### config.mk
export PLATFORM = sky130hd
export DESIGN_NAME = addseq_ctrl
export DESIGN_NICKNAME = d
export VERILOG_FILES = /design/src/rtl/addseq_pkg.sv /design/src/rtl/AddCfast.sv /design/src/rtl/addseq_rr_arb.sv /design/src/rtl/addseq_ctrl.sv
export SDC_FILE = /design/constraint.sdc
export NUM_CORES = 1
export LEC_CHECK = 0
export ABC_CLOCK_PERIOD_IN_PS = 6140
export CAP_MARGIN = 10
export CORE_UTILIZATION = 47
export DETAILED_ROUTE_END_ITERATION = 10
export GPL_ROUTABILITY_DRIVEN = 0
export HOLD_SLACK_MARGIN = 0.15
export MAX_ROUTING_LAYER = met4
export PLACE_DENSITY = 0.8
export SETUP_SLACK_MARGIN = 0.15
export SLEW_MARGIN = 10
export SYNTH_ARGS = -nofsm -noshare
export SYNTH_HDL_FRONTEND = slang
export SYNTH_SLANG_ARGS = --single-unit
### constraint.sdc
create_clock -name clk_i -period 6.14 [get_ports clk_i]
set_clock_uncertainty 0.05 [all_clocks]
set_input_delay 1.842 -clock clk_i [delete_from_list [all_inputs] [get_ports clk_i]]
set_output_delay 1.842 -clock clk_i [all_outputs]
set_load 0.02 [all_outputs]
### src/rtl/addseq_pkg.sv
// rtl/addseq_pkg.sv - shared types and width helper for the add/subtract sequencer
//
// addseq_state_e : sequencer FSM states (IDLE / RUN / DONE)
// cnt_w(n)       : bits needed to index n items, never less than 1
package addseq_pkg;

  typedef enum logic [1:0] {
    ST_IDLE = 2'd0,
    ST_RUN  = 2'd1,
    ST_DONE = 2'd2
  } addseq_state_e;

  function automatic int cnt_w(input int n);
    return (n > 1) ? $clog2(n) : 1;
  endfunction

endpackage

### src/rtl/AddCfast.sv
// rtl/AddCfast.sv - shared limb adder with selectable implementation
//
// Ports: a, b (width) operands; ci carry-in; s (width) sum; co carry-out.
// speed = 0 selects a ripple chain, any other value the native adder.
module AddCfast #(
  parameter int width = 8,
  parameter int speed = 0
) (
  input  logic [width-1:0] a,
  input  logic [width-1:0] b,
  input  logic             ci,
  output logic [width-1:0] s,
  output logic             co
);

  generate
    if (speed == 0) begin : g_ripple
      logic w_c;
      always_comb begin
        w_c = ci;
        s   = '0;
        for (int i = 0; i < width; i++) begin
          s[i] = a[i] ^ b[i] ^ w_c;
          w_c  = (a[i] & b[i]) | (w_c & (a[i] ^ b[i]));
        end
        co = w_c;
      end
    end else begin : g_fast
      assign {co, s} = {1'b0, a} + {1'b0, b} + {{width{1'b0}}, ci};
    end
  endgenerate

endmodule

### src/rtl/addseq_rr_arb.sv
// rtl/addseq_rr_arb.sv - round-robin arbiter holding the priority pointer
//
// Ports: clk_i, rst_ni (async active-low); valid_i (NREQ) requests;
// adv_i moves the pointer past the current winner; grant_o one-hot winner;
// idx_o winner index; any_o some request is valid.
module addseq_rr_arb
  import addseq_pkg::*;
#(
  parameter int NREQ = 2,
  parameter int IDW  = cnt_w(NREQ)
) (
  input  logic            clk_i,
  input  logic            rst_ni,
  input  logic [NREQ-1:0] valid_i,
  input  logic            adv_i,
  output logic [NREQ-1:0] grant_o,
  output logic [IDW-1:0]  idx_o,
  output logic            any_o
);

  logic [IDW-1:0] r_ptr;
  int             w_j;

  // Scan from the pointer upward, wrapping; the first valid index wins.
  always_comb begin
    any_o = 1'b0;
    idx_o = '0;
    w_j   = 0;
    for (int i = 0; i < NREQ; i++) begin
      w_j = int'(r_ptr) + i;
      if (w_j >= NREQ) w_j = w_j - NREQ;
      for (int k = 0; k < NREQ; k++) begin
        if (!any_o && (k == w_j) && valid_i[k]) begin
          any_o = 1'b1;
          idx_o = IDW'(k);
        end
      end
    end
  end

  always_comb begin
    grant_o = '0;
    for (int i = 0; i < NREQ; i++) begin
      grant_o[i] = any_o && (idx_o == IDW'(i));
    end
  end

  always_ff @(posedge clk_i or negedge rst_ni) begin
    if (!rst_ni) begin
      r_ptr <= '0;
    end else if (adv_i) begin
      r_ptr <= (idx_o == IDW'(NREQ - 1)) ? '0 : idx_o + 1'b1;
    end
  end

endmodule

### src/rtl/addseq_ctrl.sv
// rtl/addseq_ctrl.sv - multi-precision add/subtract sequencer over one shared limb adder
//
// Ports: clk_i, rst_ni (async active-low); req_valid_i/req_ready_o per-requester
// handshake; req_a_i/req_b_i operands (slice r per requester); req_ci_i carry-in;
// req_sub_i subtract select; rsp_valid_i/rsp_ready_i response handshake;
// rsp_id_o granted requester; rsp_sum_o sum; rsp_co_o final carry-out.
// Macro ADDSEQ_SUB_EN enables subtraction (B inverted, limb-0 carry forced to 1).
module addseq_ctrl
  import addseq_pkg::*;
#(
  parameter  int WIDTH = 8,
  parameter  int LIMBS = 4,
  parameter  int NREQ  = 2,
  parameter  int SPEED = 0,
  localparam int IDW   = cnt_w(NREQ)
) (
  input  logic                        clk_i,
  input  logic                        rst_ni,
  input  logic [NREQ-1:0]             req_valid_i,
  output logic [NREQ-1:0]             req_ready_o,
  input  logic [NREQ*LIMBS*WIDTH-1:0] req_a_i,
  input  logic [NREQ*LIMBS*WIDTH-1:0] req_b_i,
  input  logic [NREQ-1:0]             req_ci_i,
  input  logic [NREQ-1:0]             req_sub_i,
  output logic                        rsp_valid_o,
  input  logic                        rsp_ready_i,
  output logic [IDW-1:0]              rsp_id_o,
  output logic [LIMBS*WIDTH-1:0]      rsp_sum_o,
  output logic                        rsp_co_o
);

  localparam int DW = LIMBS * WIDTH;
  localparam int LW = cnt_w(LIMBS);

  addseq_state_e    r_state, w_state_nxt;
  logic [NREQ-1:0]  w_grant;
  logic [IDW-1:0]   w_gidx;
  logic             w_any, w_acc, w_last;
  logic [DW-1:0]    r_a, r_b, r_sum;
  logic             r_ci, r_carry;
  logic [IDW-1:0]   r_id;
  logic [LW-1:0]    r_limb;
  logic [WIDTH-1:0] w_a_limb, w_b_raw, w_b_limb, w_s;
  logic             w_ci, w_co;

  addseq_rr_arb #(.NREQ(NREQ), .IDW(IDW)) u_arb (
    .clk_i   (clk_i),
    .rst_ni  (rst_ni),
    .valid_i (req_valid_i),
    .adv_i   (w_acc),
    .grant_o (w_grant),
    .idx_o   (w_gidx),
    .any_o   (w_any)
  );

  // Gated by rst_ni so ready drops immediately when reset asserts.
  assign req_ready_o = (rst_ni && r_state == ST_IDLE) ? w_grant : '0;
  assign w_acc       = (r_state == ST_IDLE) && w_any;
  assign w_last      = (r_limb == LW'(LIMBS - 1));

  always_ff @(posedge clk_i or negedge rst_ni) begin
    if (!rst_ni) r_state <= ST_IDLE;
    else         r_state <= w_state_nxt;
  end

  always_comb begin
    w_state_nxt = r_state;
    case (r_state)
      ST_IDLE: if (w_acc)       w_state_nxt = ST_RUN;
      ST_RUN:  if (w_last)      w_state_nxt = ST_DONE;
      ST_DONE: if (rsp_ready_i) w_state_nxt = ST_IDLE;
      default:                  w_state_nxt = ST_IDLE;
    endcase
  end

  always_comb begin
    w_a_limb = '0;
    w_b_raw  = '0;
    for (int l = 0; l < LIMBS; l++) begin
      if (r_limb == LW'(l)) begin
        w_a_limb = r_a[l*WIDTH +: WIDTH];
        w_b_raw  = r_b[l*WIDTH +: WIDTH];
      end
    end
  end

`ifdef ADDSEQ_SUB_EN
  logic r_sub;
  assign w_b_limb = r_sub ? ~w_b_raw : w_b_raw;
`else
  logic w_unused_sub;
  assign w_b_limb     = w_b_raw;
  assign w_unused_sub = ^req_sub_i;
`endif

  // Limb 0 takes the captured carry-in; later limbs chain the stored carry.
  assign w_ci = (r_limb == '0) ? r_ci : r_carry;

  AddCfast #(.width(WIDTH), .speed(SPEED)) u_add (
    .a  (w_a_limb),
    .b  (w_b_limb),
    .ci (w_ci),
    .s  (w_s),
    .co (w_co)
  );

  always_ff @(posedge clk_i or negedge rst_ni) begin
    if (!rst_ni) begin
      r_a     <= '0;
      r_b     <= '0;
      r_ci    <= 1'b0;
      r_id    <= '0;
      r_limb  <= '0;
      r_carry <= 1'b0;
      r_sum   <= '0;
`ifdef ADDSEQ_SUB_EN
      r_sub   <= 1'b0;
`endif
    end else begin
      case (r_state)
        ST_IDLE: begin
          if (w_acc) begin
            r_id   <= w_gidx;
            r_limb <= '0;
            for (int r = 0; r < NREQ; r++) begin
              if (w_gidx == IDW'(r)) begin
                r_a <= req_a_i[r*DW +: DW];
                r_b <= req_b_i[r*DW +: DW];
`ifdef ADDSEQ_SUB_EN
                r_sub <= req_sub_i[r];
                r_ci  <= req_sub_i[r] | req_ci_i[r];
`else
                r_ci  <= req_ci_i[r];
`endif
              end
            end
          end
        end
        ST_RUN: begin
          for (int l = 0; l < LIMBS; l++) begin
            if (r_limb == LW'(l)) r_sum[l*WIDTH +: WIDTH] <= w_s;
          end
          r_carry <= w_co;
          if (!w_last) r_limb <= r_limb + 1'b1;
        end
        default: ;
      endcase
    end
  end

  assign rsp_valid_o = (r_state == ST_DONE);
  assign rsp_sum_o   = r_sum;
  assign rsp_co_o    = r_carry;
  assign rsp_id_o    = r_id;

endmodule

==> metrics.txt <==
outcome=complete, no violations; synthesized area=0.005544 mm2; post-synthesis sequential area ratio=0.4694; crit path kind=in -> out; FF-to-FF path depth=17; Synth async-reset ratio=1.000; slew margin rel.=0.4340; post-synth cell types=34; Setup Buffers After CTS=0; critical path data required time=4.25 ns; I/O Buffers=171; Peak VDD IR=0.0004387 V; IO Count=174; DRC viols=0; flop-to-flop setup slack=0.81 ns; final std cells w/o fill=868; initial cell density of the core=0.4835; Slew Viols, Final=0; worst slew pin tran=0.8490 ns; syn_nets=743; share of layout cells above drive strength 1=0.07448; worst r2r src=r_limb[0]$_DFFE_PN0P_; EDFF count, synth=0; CTS tree=yes; vias post-DR=5302; vias in the first global route=5175; worst hold slack=0.4364 ns; row count=39; CTS Sinks=104; leakage=2.940 nW; total gr overflow=0; largest net degree at the start of global routing=69; initial antenna violation count=0; hold-fix buffer count after cts=0; Root Buffer=clkbuf_16; Nets=869; CP max FO=4; Max clock buf depth=2; worst path arrival time=3.59 ns; Tot Pwr=4.125 mW; Yosys Warn Count=0; Vias/cell=6.108; Die Height=110.6 um; DRT Pass-1 Iters=5; Hold Path Depth=2; RSZ-0062 raised after global routing=no; Area contributors post-synth=dfrtp_1 47%, o21ai_0 7.9%, a31oi_1 7.3%, a21oi_1 7.0%, nand3_1 6.0%; post-synth top area cell=dfrtp_1; Clock Latency Late Sink=0.34 ns; Ant. Diodes=0; crit end category=output pin; clock slew seen by the registers of the worst setup and hold paths=0.07 ns; Post-Syn Instances=594; FF/Latch Area=0.002603 mm2; Layout area overhead=33.94%; TritonCTS buffer count=9; Synth top area share=0.4694; footprint of the multi-input gates=0.002517 mm2; drt wl/cell=18.83 um; post-synthesis average cell area=9.333 um2; Core Box Area=0.01147 mm2; post-CTS sizing=0; Post-synth top cells=104 x dfrtp_1, 87 x o21ai_0, 77 x a21oi_1, 66 x nand3_1, 65 x a31oi_1; GRT Resource Usage Total=0.2772; global-route wire length before repair=26400 um; crit path launch type=input port; HPWL Detailed=11550 um; number of fill cells=905; min Tclk post-route=5.479 ns; Min-Delay Path Class=reg -> reg; DIE WIDTH=110.6 um; initial DRC count=378; setup_tns=0 ns; remaining antenna violation count after routing=0; CTS H-Tree Depth=3; Max Freq=182.5 MHz; end of the worst hold path=rsp_sum_o[8]$_DFFE_PN0P_; hold path start=rsp_sum_o[8]$_DFFE_PN0P_; FF-to-FF End=rsp_sum_o[7]$_DFFE_PN0P_; final hold vios=0; Synth Flop Type=dfrtp_1; total wire length=16340 um; Seq cells post-synth=104; DIE AREA=0.01223 mm2; Finish-stage setup viols=0; Pwr per Cell Area=555.5 mW/mm2; count leader, synth=dfrtp_1; max-cap viol count=0; Cells after DPL=852; Final period util=0.8923
sequential cells by signal, indices dropped and copies added (netlist names):
| name | cells |
|---|---|
| rsp_id_o | 1 |
| u_arb.r_ptr | 1 |
| r_ci | 1 |
| r_limb | 2 |
| r_a | 32 |
| rsp_sum_o | 32 |
| r_state | 2 |
| rsp_co_o | 1 |
| r_b | 32 |
logic make-up after synthesis:
| family | Yosys count | synth area share |
|---|---|---|
| simple gates | 116 | 0.1074 |
| buf+inv | 84 | 0.07786 |
| fa+ha+maj | 12 | 0.03791 |
| mux | 16 | 0.03205 |
| compound gates | 262 | 0.2753 |
| flops | 104 | 0.4694 |
worst max-delay path by stage:
stage	slack [ns]	to	startpoint	cells after the start
after CTS	0.71	req_ready_o[1]	req_valid_i[0]	5
after global placement	0.73	req_ready_o[1]	req_valid_i[0]	5
after detailed placement	0.73	req_ready_o[1]	req_valid_i[0]	5
after global routing	0.53	req_ready_o[1]	req_valid_i[0]	5
final	0.66	req_ready_o[1]	req_valid_i[0]	5
after floorplan	1.54	rsp_sum_o[31]$_DFFE_PN0P_	r_limb[1]$_DFFE_PN0P_	18
per-layer routing:
layer  global-route usage  vias to the layer above  part of all wire
met5                    -                        -                 0
met3              0.04665                       30             0.063
met4              0.08089                        0             0.020
met2               0.4518                      248              0.50
met1               0.3573                     2579              0.42
li1                     -                     2445                 -
worst max-delay path, stage by stage:
cell and delay (ns):
clkdlybuf4s50_1 0.49, and2b_2 0.24, nor2_1 0.18, and3_1 0.21, clkdlybuf4s50_1 0.61
stage by stage:
stage / utilization / cell area [um2] / worst slack (ns)
global placement: 0.6227 / 7141 / 0.7255
detailed placement: 0.6227 / 7141 / 0.7260
floorplan: - / 5544 / 1.540
global route: 0.6476 / 7426 / 0.5306
CTS: 0.6471 / 7421 / 0.7119
finish: 0.6476 / 7426 / 0.6611
where the power goes:
group / switching [mW] / internal, mW / leakage (nW)
logic: 1.32 / 0.985 / 1.60
clock network: 0.259 / 0.279 / 0.132
registers: 0.236 / 1.05 / 1.20
cell type report:
class | count | share of cell area
clock buffers | 9 | 0.03033
clock inverters | 7 | 0.007414
inverters | 18 | 0.009099
multi-input cells | 406 | 0.3390
flip-flops and latches | 104 | 0.3505
well taps | 143 | 0.02409
repair buffers | 181 | 0.2396
cells in the final DEF (no fill, tap or decap), drive strengths merged, types with 10 or more instances in the layout:
master / instances
a22oi: 10
a31oi: 65
mux2: 14
dfrtp: 104
buf: 12
a21oi: 77
a221o: 10
nand3: 66
inv: 20
o21ai: 87
nand2: 26
clkdlybuf4s50: 169
Note: power is estimated with default switching activity, not from simulation.
